===== src/rtl/regfile_wr_arb_pkg.sv =====
// Shared types and widths for the register-bank write-port arbiter.
// Optional conflict counter is enabled by REGFILE_ARB_CONFLICT_CNT_EN (see regfile_wr_arb).
package regfile_wr_arb_pkg;

    localparam int unsigned REG_DATA_W = 32;
    localparam int unsigned COUNTER_W  = 16;

    // Identity of the requester that won the most recent transfer
    typedef enum logic {
        GNT_A = 1'b0,
        GNT_B = 1'b1
    } gnt_e;

endpackage


===== src/rtl/regfile_wr_arb_if.sv =====
// Requester handshakes (A = ALU writeback, B = load return) and the write bus to the reg32 bank.
interface regfile_wr_arb_if #(
    parameter int unsigned NREGS = 32,
    parameter int unsigned AW    = 5
);
    import regfile_wr_arb_pkg::*;

    logic                  a_valid;
    logic [AW-1:0]         a_addr;
    logic [REG_DATA_W-1:0] a_data;
    logic                  a_ready;
    logic                  b_valid;
    logic [AW-1:0]         b_addr;
    logic [REG_DATA_W-1:0] b_data;
    logic                  b_ready;
    logic [NREGS-1:0]      wr_en;
    logic [REG_DATA_W-1:0] wr_d;
    logic                  addr_err;

    modport master (
        output a_valid, a_addr, a_data, b_valid, b_addr, b_data,
        input  a_ready, b_ready, wr_en, wr_d, addr_err
    );

    modport slave (
        input  a_valid, a_addr, a_data, b_valid, b_addr, b_data,
        output a_ready, b_ready, wr_en, wr_d, addr_err
    );

endinterface


===== src/rtl/regfile_wr_arb_rr_arb2.sv =====
// Two-input round-robin arbiter; gnt_c[0] = A, gnt_c[1] = B, never both set.
// last_gnt resets to B so A wins the first conflict, and moves only on a transfer.
module regfile_wr_arb_rr_arb2
    import regfile_wr_arb_pkg::*;
(
    input  logic       clk,
    input  logic       rst,
    input  logic       a_valid,
    input  logic       b_valid,
    output logic [1:0] gnt_c
);

    gnt_e last_gnt;
    logic gnt_a_c;
    logic gnt_b_c;

    // Grant is suppressed during reset so no handshake completes while rst is high
    always_comb begin
        gnt_a_c = 1'b0;
        gnt_b_c = 1'b0;
        if (!rst) begin
            gnt_a_c = a_valid && (!b_valid || (last_gnt == GNT_B));
            gnt_b_c = b_valid && (!a_valid || (last_gnt == GNT_A));
        end
    end

    assign gnt_c = {gnt_b_c, gnt_a_c};

    always_ff @(posedge clk or posedge rst) begin
        if (rst) begin
            last_gnt <= GNT_B;
        end else if (gnt_a_c) begin
            last_gnt <= GNT_A;
        end else if (gnt_b_c) begin
            last_gnt <= GNT_B;
        end
    end

endmodule


===== src/rtl/regfile_wr_arb.sv =====
// Write-port controller for the reg32 bank: round-robin A/B grant, registered one-hot wr_en + wr_d.
// Define REGFILE_ARB_CONFLICT_CNT_EN to add the saturating conflict_cnt output.
module regfile_wr_arb
    import regfile_wr_arb_pkg::*;
#(
    parameter int unsigned NREGS   = 32,
    parameter int unsigned AW      = 5,
    parameter bit          ZERO_R0 = 1'b1
) (
    input  logic                 clk,
    input  logic                 rst,
    regfile_wr_arb_if.slave      bus
`ifdef REGFILE_ARB_CONFLICT_CNT_EN
    ,
    output logic [COUNTER_W-1:0] conflict_cnt
`endif
);

    logic [1:0]            gnt_c;
    logic                  xfer_c;
    logic [AW-1:0]         sel_addr_c;
    logic [REG_DATA_W-1:0] sel_data_c;
    logic                  in_range_c;
    logic                  drop_r0_c;
    logic [NREGS-1:0]      onehot_c;

    logic [NREGS-1:0]      wr_en_q;
    logic [REG_DATA_W-1:0] wr_d_q;
    logic                  addr_err_q;

    regfile_wr_arb_rr_arb2 u_arb (
        .clk     (clk),
        .rst     (rst),
        .a_valid (bus.a_valid),
        .b_valid (bus.b_valid),
        .gnt_c   (gnt_c)
    );

    assign bus.a_ready = gnt_c[0];
    assign bus.b_ready = gnt_c[1];

    // Select the granted request and decode it, masking out-of-range and r0 writes
    always_comb begin
        xfer_c     = gnt_c[0] || gnt_c[1];
        sel_addr_c = gnt_c[0] ? bus.a_addr : bus.b_addr;
        sel_data_c = gnt_c[0] ? bus.a_data : bus.b_data;
        in_range_c = 32'(sel_addr_c) < 32'(NREGS);
        drop_r0_c  = ZERO_R0 && (sel_addr_c == '0);
        onehot_c   = '0;
        if (xfer_c && in_range_c && !drop_r0_c) begin
            onehot_c = NREGS'(1) << sel_addr_c;
        end
    end

    always_ff @(posedge clk or posedge rst) begin
        if (rst) begin
            wr_en_q    <= '0;
            wr_d_q     <= '0;
            addr_err_q <= 1'b0;
        end else begin
            wr_en_q <= onehot_c;
            if (xfer_c) begin
                wr_d_q <= sel_data_c;
            end
            if (xfer_c && !in_range_c) begin
                addr_err_q <= 1'b1;
            end
        end
    end

    assign bus.wr_en    = wr_en_q;
    assign bus.wr_d     = wr_d_q;
    assign bus.addr_err = addr_err_q;

`ifdef REGFILE_ARB_CONFLICT_CNT_EN
    // Cycles where both requesters contend, saturating at all-ones
    always_ff @(posedge clk or posedge rst) begin
        if (rst) begin
            conflict_cnt <= '0;
        end else if (bus.a_valid && bus.b_valid && (conflict_cnt != '1)) begin
            conflict_cnt <= conflict_cnt + COUNTER_W'(1);
        end
    end
`endif

endmodule


===== src/flat_wrapper.sv =====
// flat-port wrapper written by rule: the top's interface ports become plain ports
module regfile_wr_arb_flat import regfile_wr_arb_pkg::*;
#(
    parameter int unsigned NREGS   = 32,
    parameter int unsigned AW      = 5,
    parameter bit          ZERO_R0 = 1'b1
)
  (clk, rst, bus_a_valid, bus_a_addr, bus_a_data, bus_b_valid, bus_b_addr, bus_b_data, bus_a_ready, bus_b_ready, bus_wr_en, bus_wr_d, bus_addr_err);
  regfile_wr_arb_if #(.NREGS(NREGS), .AW(AW)) bus_i ();
  input  logic clk;
  input  logic rst;
  input wire logic [$bits(bus_i.a_valid)-1:0] bus_a_valid;
  input wire logic [$bits(bus_i.a_addr)-1:0] bus_a_addr;
  input wire logic [$bits(bus_i.a_data)-1:0] bus_a_data;
  input wire logic [$bits(bus_i.b_valid)-1:0] bus_b_valid;
  input wire logic [$bits(bus_i.b_addr)-1:0] bus_b_addr;
  input wire logic [$bits(bus_i.b_data)-1:0] bus_b_data;
  output wire logic [$bits(bus_i.a_ready)-1:0] bus_a_ready;
  output wire logic [$bits(bus_i.b_ready)-1:0] bus_b_ready;
  output wire logic [$bits(bus_i.wr_en)-1:0] bus_wr_en;
  output wire logic [$bits(bus_i.wr_d)-1:0] bus_wr_d;
  output wire logic [$bits(bus_i.addr_err)-1:0] bus_addr_err;
  assign bus_i.a_valid = bus_a_valid;
  assign bus_i.a_addr = bus_a_addr;
  assign bus_i.a_data = bus_a_data;
  assign bus_i.b_valid = bus_b_valid;
  assign bus_i.b_addr = bus_b_addr;
  assign bus_i.b_data = bus_b_data;
  assign bus_a_ready = bus_i.a_ready;
  assign bus_b_ready = bus_i.b_ready;
  assign bus_wr_en = bus_i.wr_en;
  assign bus_wr_d = bus_i.wr_d;
  assign bus_addr_err = bus_i.addr_err;
  regfile_wr_arb #(.NREGS(NREGS), .AW(AW), .ZERO_R0(ZERO_R0)) u_core (.clk(clk), .rst(rst), .bus(bus_i));
endmodule

===== config.mk =====
export PLATFORM = sky130hd
export DESIGN_NAME = regfile_wr_arb_flat
export DESIGN_NICKNAME = d
export VERILOG_FILES = /design/src/rtl/regfile_wr_arb_pkg.sv /design/src/rtl/regfile_wr_arb_if.sv /design/src/rtl/regfile_wr_arb_rr_arb2.sv /design/src/rtl/regfile_wr_arb.sv /design/src/flat_wrapper.sv
export SDC_FILE = /design/constraint.sdc
export NUM_CORES = 1
export LEC_CHECK = 0
export ABC_AREA = 1
export CAP_MARGIN = 30
export CORE_ASPECT_RATIO = 1.5
export CORE_MARGIN = 10
export CORE_UTILIZATION = 45
export CTS_BUF_LIST = sky130_fd_sc_hd__clkbuf_8
export CTS_CLUSTER_SIZE = 12
export DETAILED_ROUTE_END_ITERATION = 6
export DONT_BUFFER_PORTS = 1
export PLACE_DENSITY = 0.72
export SYNTH_ARGS = -nofsm -noshare
export SYNTH_HDL_FRONTEND = slang
export SYNTH_HIERARCHICAL = 1
export SYNTH_SLANG_ARGS = --single-unit

===== constraint.sdc =====
create_clock -name clk -period 3.7 [get_ports clk]
set_input_delay 0.37 -clock clk [delete_from_list [all_inputs] [get_ports clk]]
set_output_delay 0.37 -clock clk [all_outputs]
set_load 0.1 [all_outputs]

# Yosys cells after proc, flatten, opt, wreduce, memory -nomap -nowiden
# Cells that the tools add are included.
[op_classes] n_shift=1 muxes=7 n_bitwise=1 reduce_logical=11
[ops] cell="2-to-1 mux 32 bit" count=2
[ops] cell="left shift 1 x 5 -> 32 bit (first input constant)" count=1
[ops] cell="zero test 5 bit" count=1
[ops] cell="2-to-1 mux 5 bit" count=1
[ops] cell="2-to-1 mux 1 bit" count=4
[ops] cell="logical AND 1 bit" count=3
[ops] cell="zero test 1 bit" count=3
[ops] cell="logical OR 1 bit" count=3
[ops] cell="nonzero test 2 bit" count=1
[ops] cell="NOT 1 bit" count=1
[word_totals] regBits=65 out_inout_bits=67 wordCells=23

# Depth between registers and ports, before layout
# Gate-level depths: netlist (run 1).
[depth] depth_word=9 depth_mapped=12 ltp_nobuf=11

# Modules after synthesis
# Netlist (run 1), hierarchy kept.
[by_module_without_submodules] mod="regfile_wr_arb" n_inst=1 cells_per_inst=304 area_each_um2=2660.1
[by_module_without_submodules] mod="regfile_wr_arb_rr_arb2" n_inst=1 cells_per_inst=12 area_each_um2=83.8

# Worst setup path after synthesis (run 1)
# Ideal clock, no wire load.
[synth_timing] path_kind="register to register" start="register u_core.u_arb.last_gnt" end="register u_core.wr_en_q[9], in the netlist u_core/bus.wr_en[9]" setup_ns=0.073 arrival_time_ns=1.724 required_time_ns=3.627 setup_slack_ns=1.903 stages_incl_launch_ff=10 n_path_buf=1 cell_sequence="dfstp_2 -> inv_1 -> a21oi_2 -> buf_4 -> inv_2 -> nand2_1 -> nand2_2 -> nor3_1 -> nand2_1 -> nor2_1"
[synth_via] elab_chain_cells=8
[synth_lines] item="start: declaration" line_no="regfile_wr_arb_rr_arb2.sv:13" rtl="gnt_e last_gnt;"
[synth_lines] item="start signal: assignment" line_no="regfile_wr_arb_rr_arb2.sv:31" rtl="last_gnt <= GNT_B;"
[synth_lines] item="start signal: assignment" line_no="regfile_wr_arb_rr_arb2.sv:33" rtl="last_gnt <= GNT_A;"
[synth_lines] item="start signal: assignment" line_no="regfile_wr_arb_rr_arb2.sv:35" rtl="last_gnt <= GNT_B;"
[synth_lines] item="logical OR 1 bit *" line_no="regfile_wr_arb_rr_arb2.sv:22" rtl="gnt_a_c = a_valid && (!b_valid || (last_gnt == GNT_B));"
[synth_lines] item="logical AND 1 bit *" line_no="regfile_wr_arb_rr_arb2.sv:22"
[synth_lines] item="2-to-1 mux 1 bit *" line_no="regfile_wr_arb_rr_arb2.sv:21" rtl="if (!rst) begin"
[synth_lines] item="via u_core.u_arb.gnt_a_c" line_no="regfile_wr_arb_rr_arb2.sv:14" rtl="logic gnt_a_c;"
[synth_lines] item="2-to-1 mux 5 bit" line_no="regfile_wr_arb.sv:45" rtl="sel_addr_c = gnt_c[0] ? bus.a_addr : bus.b_addr;"
[synth_lines] item="zero test 5 bit" line_no="regfile_wr_arb.sv:48" rtl="drop_r0_c = ZERO_R0 && (sel_addr_c == '0);"
[synth_lines] item="zero test 1 bit" line_no="regfile_wr_arb.sv:50" rtl="if (xfer_c && in_range_c && !drop_r0_c) begin"
[synth_lines] item="logical AND 1 bit" line_no="regfile_wr_arb.sv:50"
[synth_lines] item="2-to-1 mux 32 bit *" line_no="regfile_wr_arb.sv:50"
[synth_lines] item="via u_core.onehot_c[9]" line_no="regfile_wr_arb.sv:25" rtl="logic [NREGS-1:0] onehot_c;"
[synth_lines] item="end signal: assignment" line_no="regfile_wr_arb.sv:61" rtl="wr_en_q <= onehot_c;"
[synth_lines] item="end: declaration" line_no="regfile_wr_arb.sv:27" rtl="logic [NREGS-1:0] wr_en_q;"
# The timed path passes the listed nets; every way through them passes the cells marked *.
# A chain may end at the register's enable or synchronous reset.

# Worst setup path after layout (run 1)
[layout_timing] start="input port rst" end="register u_core.wr_en_q[12], in the netlist u_core/bus.wr_en[12]"
[layout_via] elab_chain_cells=6
[layout_lines] item="start: declaration" line_no="flat_wrapper.sv:11" rtl="input logic rst;"
[layout_lines] item="2-to-1 mux 1 bit *" line_no="regfile_wr_arb_rr_arb2.sv:21"
[layout_lines] item="via bus_a_ready" line_no="flat_wrapper.sv:18" rtl="output wire logic [$bits(bus_i.a_ready)-1:0] bus_a_ready;"
[layout_lines] item="2-to-1 mux 5 bit" line_no="regfile_wr_arb.sv:45"
[layout_lines] item="zero test 5 bit" line_no="regfile_wr_arb.sv:48"
[layout_lines] item="zero test 1 bit" line_no="regfile_wr_arb.sv:50"
[layout_lines] item="logical AND 1 bit" line_no="regfile_wr_arb.sv:50"
[layout_lines] item="2-to-1 mux 32 bit *" line_no="regfile_wr_arb.sv:50"
[layout_lines] item="via u_core.onehot_c[12]" line_no="regfile_wr_arb.sv:25"
# Marks and branches as above.

==> results.py, run 1 <==
metrics = {
    "route": {
        "ant_nets": 0,
        "finalWirelength_um": 7900,
        "first_pass_iters": 5,
        "drc": 0,
        "routedWlPerCell_um": 20.2,
        "dr_total_vias": 2101,
        "initialDrtViolationCount": 109,
        "vias_per_cell": 5.37,
    },
    "clock_network": {
        "clock_sinks": 65,
        "postCtsSetupRepairBufs": 0,
        "cts_root_buffer": "clkbuf_8",
        "tritoncts": "built",
        "numCtsBuffers": 9,
        "ctsResizeCount": 0,
        "clk_pin_slew_ns": 0.07,
        "clock_path_buffers": 2,
        "htreeDepth": 3,
        "clkLatencyLatePin_ns": 0.33,
    },
    "global_routing": {
        "grt_pass1_wl_um": 12000,
        "grt_pass1_vias": 2176,
        "grt_overflow": 0,
        "track_usage_pct": 15.8,
        "grt_max_degree": 42,
        "antenna_found_initial": 0,
    },
    "placement": {
        "port_buffers": 0,
        "place_area_mm2": 0.00278,
        "gp_congestion": 0.928,
        "dp_hpwl_um": 6010,
        "place_ws_ns": 1.36,
    },
    "critical_path": {
        "path_depth": 11,
        "cpMaxStageDelayCell": "dlygate4sd3_1",
        "r2r_cells": 9,
        "critical_path_arrival_ns": 2.78,
        "critical_path_class": "input pin to flip-flop",
        "endpoint_kind": "flip-flop",
        "worstPathRequired_ns": 3.96,
        "crit_top_cell": "nand2_1",
        "critPathBufInv": 4,
        "path_delay_family": "buffers and inverters",
        "startpoint_type": "input pin",
        "max_stage_delay_ns": 0.58,
        "cp_max_fo": 41,
        "crit_chain": "dlygate4sd3_1, inv_2, nand2_2, a21oi_4, buf_4, nand2_1, nand2_1, inv_1, nor2_1, nand2_1, nor2_1",
    },
    "sta": {
        "rsz0062_at_grt": "no",
        "tightestPinTransition_ns": 0.946,
        "fmax_mhz": 397,
        "fin_tns_setup_ns": 0,
        "fin_crit_sh_pct": 68.1,
        "max-slew-margin-rel_pct": 36.9,
        "holdWs_ns": 0.169,
        "period_minus_slack_ns": 2.52,
        "hold_viol_final": 0,
        "finalSetupViolations": 0,
        "finalClockSkew_ns": 0.0128,
        "maxSlewViolCount": 0,
        "setup_slack_ns": 1.18,
    },
    "synth": {
        "yosys.area.top_type": "dfrtp_1",
        "yosysTopAreaCellShare_pct": 58.4,
        "yosys_register_bits": 65,
        "synth_top_cells_by_area": "dfrtp_1, nand2_1, nand3_1",
        "synth_edf_count": 0,
        "yosys-top-cells-count": "nand2_1, nand3_1, dfrtp_1, nor2_1, inv_1",
        "syn_area_per_cell_um2": 8.68,
        "synthFlopType": "dfrtp_1",
        "syn_area_mm2": 0.00274,
        "yosysSeqAreaShare_pct": 59.3,
        "yosysMostFrequentCell": "nand2_1",
        "synth-async-reset-ratio_pct": 100,
        "ys_types": 21,
        "synthCells": 316,
        "synth-warning-count": 6,
    },
    "floorplanning": {
        "io_pins": 145,
        "coreArea_mm2": 0.00587,
        "rows": 34,
        "die_y_um": 116,
        "die_area_mm2": 0.00969,
        "fp.dieW_um": 83.8,
        "initial_core_util_pct": 46.7,
    },
    "power_and_ir_drop": {
        "power_mw": 2.09,
        "p_per_area_mw_per_mm2": 704,
        "peakVddDrop_v": 0.000412,
        "leakage_nw": 1.44,
    },
    "final_layout": {
        "antenna_cells": 0,
        "final_area_mm2": 0.00297,
        "drive_gt1_share_pct": 11.9,
        "syn_to_final_growth_pct": 8.25,
        "final_nets": 392,
        "fill_cells": 566,
    },
    "worst_hold_path": {
        "worst_hold_path.num_cells": 2,
        "hold_path.class": "input pin to flip-flop",
    },
    "outcome": {
        "status": "complete, no violations",
    },
    "run": {
        "maxCapViolCount": 0,
    },
}
-- metal layers --
| metal | up-vias | wire, um | track usage, % |
|---|---|---|---|
| met5 | - | 0 | 0 |
| met2 | 94 | 4230 | 28.4 |
| met4 | 0 | 89 | 5.15 |
| met3 | 8 | 1110 | 11.1 |
| li1 | 997 | - | - |
| met1 | 1002 | 2460 | 13.5 |
-- report_power, final --
| part | switching, mW | internal (mW) |
|---|---|---|
| logic | 0.147 | 0.0563 |
| clock network | 0.264 | 0.262 |
| registers | 0.590 | 0.771 |
| total | 1.00 | 1.09 |
-- metrics by stage --
stage	utilization [%]	std cells
after floorplan	-	317
after global placement	47.4	374
after detailed placement	47.4	374
after CTS	50.6	391
after global routing	50.6	391
final	50.6	391
-- what timing repair did --
item                                    in CTS  in global routing
hold buffers                                 1                  0
endpoints found under the setup margin       0                  0
hold endpoints to repair                    28                  0
-- cell families after synthesis --
kind of cell / count (synthesis) / synth area share [%]
flops: 65 / 59.3
compound gates: 2 / 0.639
other cells: 1 / 0.137
buf+inv: 35 / 5.65
simple gates: 213 / 34.2
-- state kept, by name (all words and copies together), names as in the netlist --
signal / flops
u_core/bus.wr_en: 32
u_core/u_arb/last_gnt: 1
u_core/bus.wr_d: 32
-- placed cells by master, fill, tap and decap left out, drive strengths merged --
| cell | count |
|---|---|
| nand4 | 3 |
| dfrtp | 64 |
| nor2 | 35 |
| nand2 | 99 |
| nor3 | 6 |
| nand3 | 70 |
| dlygate4sd3 | 1 |
| buf | 4 |
| clkinv | 3 |
| o21ai | 1 |
| clkinvlp | 2 |
| dfstp | 1 |
| conb | 2 |
| a21oi | 1 |
| clkbuf | 10 |
| inv | 17 |
-- layout make-up --
class                           count  area [um2]  area share, %
Tap cell                           72        90.1           3.03
Clock inverter                      6        42.5           1.43
Sequential cell                    65        1630           54.8
Timing Repair Buffer                5        40.0           1.35
Inverter                           16        60.1           2.02
Clock buffer                       10         138           4.63
Multi-Input combinational cell    217         972           32.7
-- final timing paths --
check,startpoint,to,slack [ns]
worst max-delay path,rst,u_core/bus.wr_en[12],1.18
worst min-delay path,bus_a_data[21],u_core/bus.wr_d[21],0.17
worst max register to register,u_core/u_arb/last_gnt,u_core/bus.wr_en[12],1.35
worst min register to register,u_core/u_arb/last_gnt,u_core/u_arb/last_gnt,0.48
max in group asynchronous,rst,u_core/bus.wr_en[10],2.24
min in group asynchronous,rst,u_core/u_arb/last_gnt,0.55
No activity file was read; power rests on OpenSTA's default activity.
==> run 2, diff against run 1 <==
--- a/config.mk
+++ b/config.mk
@@ -5,7 +5,7 @@
 export SDC_FILE = /design/constraint.sdc
 export NUM_CORES = 1
 export LEC_CHECK = 0
-export ABC_AREA = 1
+export ABC_AREA = 0
 export CAP_MARGIN = 30
 export CORE_ASPECT_RATIO = 1.5
 export CORE_MARGIN = 10
==> constraint.sdc (replaced) <==
create_clock -name clk -period 2.6 [get_ports clk]
set_input_delay 0.26 -clock clk [delete_from_list [all_inputs] [get_ports clk]]
set_output_delay 0.26 -clock clk [all_outputs]
set_load 0.1 [all_outputs]
==> results.py, run 2 <==
metrics = {
    "route": {
        "ant_nets": 0,
        "dr_total_vias": 2077,
        "drc": 0,
        "first_pass_iters": 4,
        "routedWlPerCell_um": 22.9,
        "vias_per_cell": 5.87,
        "finalWirelength_um": 8100,
        "initialDrtViolationCount": 113,
    },
    "worst_hold_path": {
        "hold_path.class": "input pin to flip-flop",
        "hold_start": "bus_a_data[15]",
        "worst_hold_path.num_cells": 2,
        "hold_end": "u_core/bus.wr_d[15]",
    },
    "critical_path": {
        "rrSetupSlack_ns": 0.58,
        "critical_path_arrival_ns": 1.83,
        "worstPathRequired_ns": 2.34,
        "cp_max_fo": 26,
        "r2r_cells": 4,
        "startpoint_type": "flip-flop",
        "endpoint_kind": "primary output",
        "rr_endpoint": "u_core/bus.wr_d[31]",
        "critPathLaunch": "u_core/u_arb/last_gnt",
        "critical_path_class": "flip-flop to primary output",
        "reg2reg_from": "u_core/u_arb/last_gnt",
    },
    "final_layout": {
        "fill_cells": 552,
        "fin_cells": 354,
        "drive_gt1_share_pct": 21.4,
        "regArea_mm2": 0.00163,
        "antenna_cells": 0,
        "final_nets": 353,
        "mostFrequentLayoutCell": "dfrtp_1",
        "fin_util_pct": 53.9,
        "multi_input_area_mm2": 0.00114,
        "syn_to_final_growth_pct": 16.5,
        "layout_common_cells": "dfrtp_1, buf_4, mux2i_1",
    },
    "clock_network": {
        "cts_root_buffer": "clkbuf_8",
        "tritoncts": "built",
        "ctsResizeCount": 0,
        "clk_pin_slew_ns": 0.08,
        "clkLatencyLatePin_ns": 0.33,
        "clock_sinks": 65,
        "numCtsBuffers": 9,
        "clock_path_buffers": 2,
        "htreeDepth": 3,
    },
    "sta": {
        "finalClockSkew_ns": 0.0135,
        "rsz0062_at_grt": "no",
        "maxSlewViolCount": 0,
        "finalSetupViolations": 0,
        "setup_slack_ns": 0.506,
        "period_minus_slack_ns": 2.09,
        "fmax_mhz": 477,
        "fin_crit_sh_pct": 80.6,
        "tightestPinTransition_ns": 0.923,
        "fin_tns_setup_ns": 0,
        "max-slew-margin-rel_pct": 38.5,
        "hold_viol_final": 0,
    },
    "power_and_ir_drop": {
        "clkPwrFrac_pct": 24.0,
        "power_mw": 3.05,
        "peakVddDrop_v": 0.000453,
        "netSwitchingFraction_pct": 45.4,
        "seqPwrFrac_pct": 39.9,
        "intPower_mw": 1.66,
        "power_frac_comb_pct": 36.1,
        "leakage_nw": 1.43,
        "switching_power_mw": 1.38,
        "p_per_area_mw_per_mm2": 915,
    },
    "floorplanning": {
        "fp.dieW_um": 85.1,
        "coreArea_mm2": 0.00617,
        "initial_core_util_pct": 46.3,
        "die_area_mm2": 0.0100,
        "rows": 35,
        "die_y_um": 118,
        "io_pins": 145,
    },
    "placement": {
        "place_ws_ns": 0.577,
        "dp_hpwl_um": 5990,
        "dp_cells": 337,
        "port_buffers": 0,
        "gp_congestion": 0.780,
    },
    "synth": {
        "synth_edf_count": 0,
        "synth-async-reset-ratio_pct": 100,
        "yosys.area.top_type": "dfrtp_1",
        "yosysSeqAreaShare_pct": 56.9,
        "syn_area_per_cell_um2": 11.7,
        "ys_types": 27,
        "yosysMostFrequentCell": "dfrtp_1",
        "synth-warning-count": 6,
        "yosysTopAreaCellShare_pct": 56.0,
        "syn_area_mm2": 0.00286,
        "synthFlopType": "dfrtp_1",
        "synth_top_cells_by_area": "dfrtp_1, mux2i_1, a22oi_1",
        "yosys_register_bits": 65,
        "synthCells": 245,
        "yosys-top-cells-count": "dfrtp_1, mux2i_1, nand2_1, o21ai_0, a22oi_1",
    },
    "global_routing": {
        "grt_overflow": 0,
        "grt_pass1_wl_um": 12600,
        "track_usage_pct": 15.6,
        "antenna_found_initial": 0,
        "grt_max_degree": 65,
        "grt_pass1_vias": 2251,
    },
    "outcome": {
        "status": "complete, no violations",
    },
    "run": {
        "maxCapViolCount": 0,
    },
}
## run 2: kinds of logic after synthesis
group                  after synthesis  share of synthesized area [%]
AO/OA/AOI/OAI                       65                           14.2
buffers and inverters               23                           4.16
flip-flops                          65                           56.9
multiplexers                        33                           11.6
other                                1                          0.131
AND/OR/NAND/NOR                     58                           13.0
## run 2: worst max-delay path by stage
| stage | to | slack (ns) | depth (start not counted) |
|---|---|---|---|
| floorplan | u_core/bus.wr_en[16] | 0.72 | 6 |
| global placement | u_core/bus.wr_d[25] | 0.69 | 4 |
| detailed placement | u_core/bus.wr_d[9] | 0.58 | 4 |
| CTS | bus_a_ready | 0.50 | 3 |
| global route | u_core/bus.wr_d[28] | 0.39 | 4 |
| finish | bus_a_ready | 0.51 | 3 |
## run 2: power by group through the flow
stage | clock [mW] | combinational (mW) | sequential [mW]
after detailed placement | 0 | 1.11 | 1.24
after global placement | 0 | 1.10 | 1.23
after global routing | 0.813 | 1.14 | 1.23
after floorplan | 0 | 0.204 | 1.92
final | 0.731 | 1.10 | 1.22
after CTS | 0.761 | 1.11 | 1.22
## run 2: what timing repair did
action	4_1_cts	5_1_grt
hold endpoints to repair	27	0
hold buffers	1	0
setup buffers	0	0
setup endpoints to repair	0	0
## run 2: layout make-up
cell class              count  area share (%)
inverters                   3           0.338
clock buffers               9            3.72
multi-input cells         158            34.2
clock inverters             7            1.47
repair buffers             38            8.64
flip-flops and latches     65            48.9
well taps                  74            2.78
## run 2: metal layers
layer | up-vias | track usage, % | wire [um] | part of all wire (%)
met2 | 102 | 26.4 | 4260 | 53
met3 | 12 | 7.96 | 984 | 12
li1 | 954 | - | - | -
met5 | - | 0 | 0 | 0
met4 | 0 | 5.79 | 148 | 1.8
met1 | 1009 | 15.8 | 2710 | 33
## run 2: metrics by stage
stage,instance area (um2),hold WS [ns]
2_1_floorplan,2860,0.150
3_3_place_gp,3150,0.152
3_5_place_dp,3150,0.161
4_1_cts,3330,0.0237
5_1_grt,3330,0.0211
6_report,3330,0.0443
## run 2: worst max-delay path, cell delays in order (launching register included)
cell	delay [ns]
dfstp_2	0.56
inv_1	0.09
a21boi_4	0.47
buf_4	0.39
==> run 3, diff against run 2 <==
--- a/config.mk
+++ b/config.mk
@@ -5,7 +5,7 @@
 export SDC_FILE = /design/constraint.sdc
 export NUM_CORES = 1
 export LEC_CHECK = 0
-export ABC_AREA = 0
+export ABC_AREA = 1
 export CAP_MARGIN = 30
 export CORE_ASPECT_RATIO = 1.5
 export CORE_MARGIN = 10
@@ -14,7 +14,7 @@
 export CTS_CLUSTER_SIZE = 12
 export DETAILED_ROUTE_END_ITERATION = 6
 export DONT_BUFFER_PORTS = 1
-export PLACE_DENSITY = 0.72
+export PLACE_DENSITY = 0.74
 export SYNTH_ARGS = -nofsm -noshare
 export SYNTH_HDL_FRONTEND = slang
 export SYNTH_HIERARCHICAL = 1
==> constraint.sdc (replaced) <==
create_clock -name clk -period 1.9 [get_ports clk]
set_input_delay 0.19 -clock clk [delete_from_list [all_inputs] [get_ports clk]]
set_output_delay 0.19 -clock clk [all_outputs]
set_load 0.1 [all_outputs]
==> results.py, run 3 (same netlist as run 1, synthesis figures left out) <==
metrics = {
    "route": {
        "drc": 0,
        "vias_per_cell": 5.26,
        "finalWirelength_um": 8950,
        "routedWlPerCell_um": 18.4,
        "ant_nets": 0,
        "initialDrtViolationCount": 160,
        "first_pass_iters": 4,
        "dr_total_vias": 2552,
    },
    "critical_path": {
        "worstPathRequired_ns": 2.17,
        "rrSetupSlack_ns": 0.12,
        "startpoint_type": "input pin",
        "max_stage_delay_ns": 0.58,
        "r2r_cells": 10,
        "cpMaxStageDelayCell": "dlygate4sd3_1",
        "rr_endpoint": "u_core/bus.wr_en[12]",
        "reg2reg_from": "u_core/u_arb/last_gnt",
        "cp_max_fo": 10,
        "crit_chain": "dlygate4sd3_1, inv_2, nand2_2, a21oi_4, buf_6, nand2_1, nand2_2, buf_4, inv_1, nor2_2, nand2_1, nor2_2",
        "critical_path_class": "input pin to flip-flop",
        "endpoint_kind": "flip-flop",
        "critical_path_arrival_ns": 2.05,
    },
    "floorplanning": {
        "rows": 34,
        "die_area_mm2": 0.00969,
        "coreArea_mm2": 0.00587,
        "fp.dieW_um": 83.8,
        "initial_core_util_pct": 46.7,
        "io_pins": 145,
        "die_y_um": 116,
    },
    "sta": {
        "finalSetupViolations": 0,
        "holdWs_ns": 0.0109,
        "fmax_mhz": 561,
        "hold_viol_final": 0,
        "period_minus_slack_ns": 1.78,
        "rsz0062_at_grt": "no",
        "maxSlewViolCount": 0,
        "fin_crit_sh_pct": 93.9,
        "fin_tns_setup_ns": 0,
        "finalClockSkew_ns": 0.00713,
        "max-slew-margin-rel_pct": 58.7,
        "tightestPinTransition_ns": 0.619,
    },
    "run": {
        "maxCapViolCount": 0,
    },
    "global_routing": {
        "grt_overflow": 0,
        "grt_max_degree": 34,
        "grt_pass1_vias": 2766,
        "grt_pass1_wl_um": 14100,
        "track_usage_pct": 18.5,
        "antenna_found_initial": 0,
    },
    "clock_network": {
        "cts_root_buffer": "clkbuf_8",
        "numCtsBuffers": 9,
        "clock_sinks": 65,
        "htreeDepth": 3,
        "tritoncts": "built",
        "clock_path_buffers": 2,
        "clkLatencyLatePin_ns": 0.34,
        "clk_pin_slew_ns": 0.07,
    },
    "power_and_ir_drop": {
        "clkPwrFrac_pct": 24.4,
        "intPower_mw": 2.44,
        "seqPwrFrac_pct": 35.5,
        "peakVddDrop_v": 0.000766,
        "leakage_nw": 1.91,
        "p_per_area_mw_per_mm2": 1180,
        "netSwitchingFraction_pct": 44.9,
        "switching_power_mw": 1.99,
        "power_frac_comb_pct": 40.1,
    },
    "final_layout": {
        "drive_gt1_share_pct": 27.2,
        "fin_cells": 485,
        "fin_util_pct": 64.0,
        "mostFrequentLayoutCell": "nand2_1",
        "layout_common_cells": "nand2_1, buf_4, nand3_1",
        "final_nets": 486,
        "syn_to_final_growth_pct": 36.9,
        "final_area_mm2": 0.00376,
    },
    "outcome": {
        "status": "complete, no violations",
    },
    "placement": {
        "place_area_mm2": 0.00331,
        "gp_congestion": 0.952,
        "dp_hpwl_um": 6590,
        "dp_cells": 444,
        "port_buffers": 0,
    },
    "worst_hold_path": {
        "worst_hold_path.num_cells": 2,
        "hold_end": "u_core/bus.wr_d[26]",
        "hold_path.class": "input pin to flip-flop",
        "hold_start": "bus_a_data[26]",
    },
}
## run 3: cell count changes in the layout (fill, tap and decap cells not counted), moves of 7 or more
| cell | previous run | this run |
|---|---|---|
| mux2i_1 | 33 | 0 |
| nand3_1 | 1 | 68 |
| buf_4 | 37 | 74 |
| nand4bb_1 | 7 | 0 |
| a22oi_1 | 31 | 0 |
| o21ai_0 | 32 | 0 |
| dlygate4sd3_1 | 1 | 24 |
| nor2_1 | 0 | 30 |
| inv_1 | 3 | 11 |
| nand2_1 | 32 | 93 |
## run 3: worst max path at each step
stage	from	endpoint
global route	rst	u_core/bus.wr_en[28]
global placement	u_core/u_arb/last_gnt	u_core/bus.wr_en[12]
CTS	rst	u_core/bus.wr_en[12]
finish	rst	u_core/bus.wr_en[12]
detailed placement	u_core/u_arb/last_gnt	u_core/bus.wr_en[12]
floorplan	u_core/u_arb/last_gnt	u_core/bus.wr_en[9]
## run 3: cell type report
type / instances / area [um2]
multi-input combinational: 217 / 985
clock inverter: 6 / 61.3
timing repair buffer: 99 / 807
sequential: 65 / 1630
antenna: 1 / 2.50
clock buffer: 9 / 124
fill: 476 / 2110
inverter: 16 / 60.1
tap: 72 / 90.1
## run 3: per-layer routing
layer	vias to the layer above	track usage [%]	routed length [um]
li1	1190	-	-
met1	1201	16.6	2840
met2	137	34.3	4850
met3	24	8.64	999
met4	0	8.85	258
met5	-	0	0
## run 3: timing repair
item,4_1_cts,5_1_grt
gates resized for setup,0,6
hold buffers,24,0
setup buffers,0,1
hold endpoints to repair,44,0
setup endpoints to repair,0,12
## run 3: critical path: cells and delay by family
kind	cells	cell delay, ns
buffers and inverters	5	1.07
AND/OR/NAND/NOR	6	0.64
AO/OA/AOI/OAI	1	0.13
## run 3: through the flow
| step | setup WS [ns] | total power, mW |
|---|---|---|
| 2_1_floorplan | 0.103 | 2.97 |
| 3_3_place_gp | 0.158 | 3.30 |
| 3_5_place_dp | 0.0550 | 3.33 |
| 4_1_cts | 0.0348 | 4.47 |
| 5_1_grt | 0.0000386 | 4.64 |
| 6_report | 0.116 | 4.43 |
## run 3: power by group through the flow
stage                     sequential (mW)  clock, mW  combinational [mW]
final                                1.57       1.08                1.78
after global routing                 1.59       1.19                1.86
after CTS                            1.57       1.11                1.78
after detailed placement             1.60          0                1.73
after global placement               1.59          0                1.71
after floorplan                      2.64          0               0.330
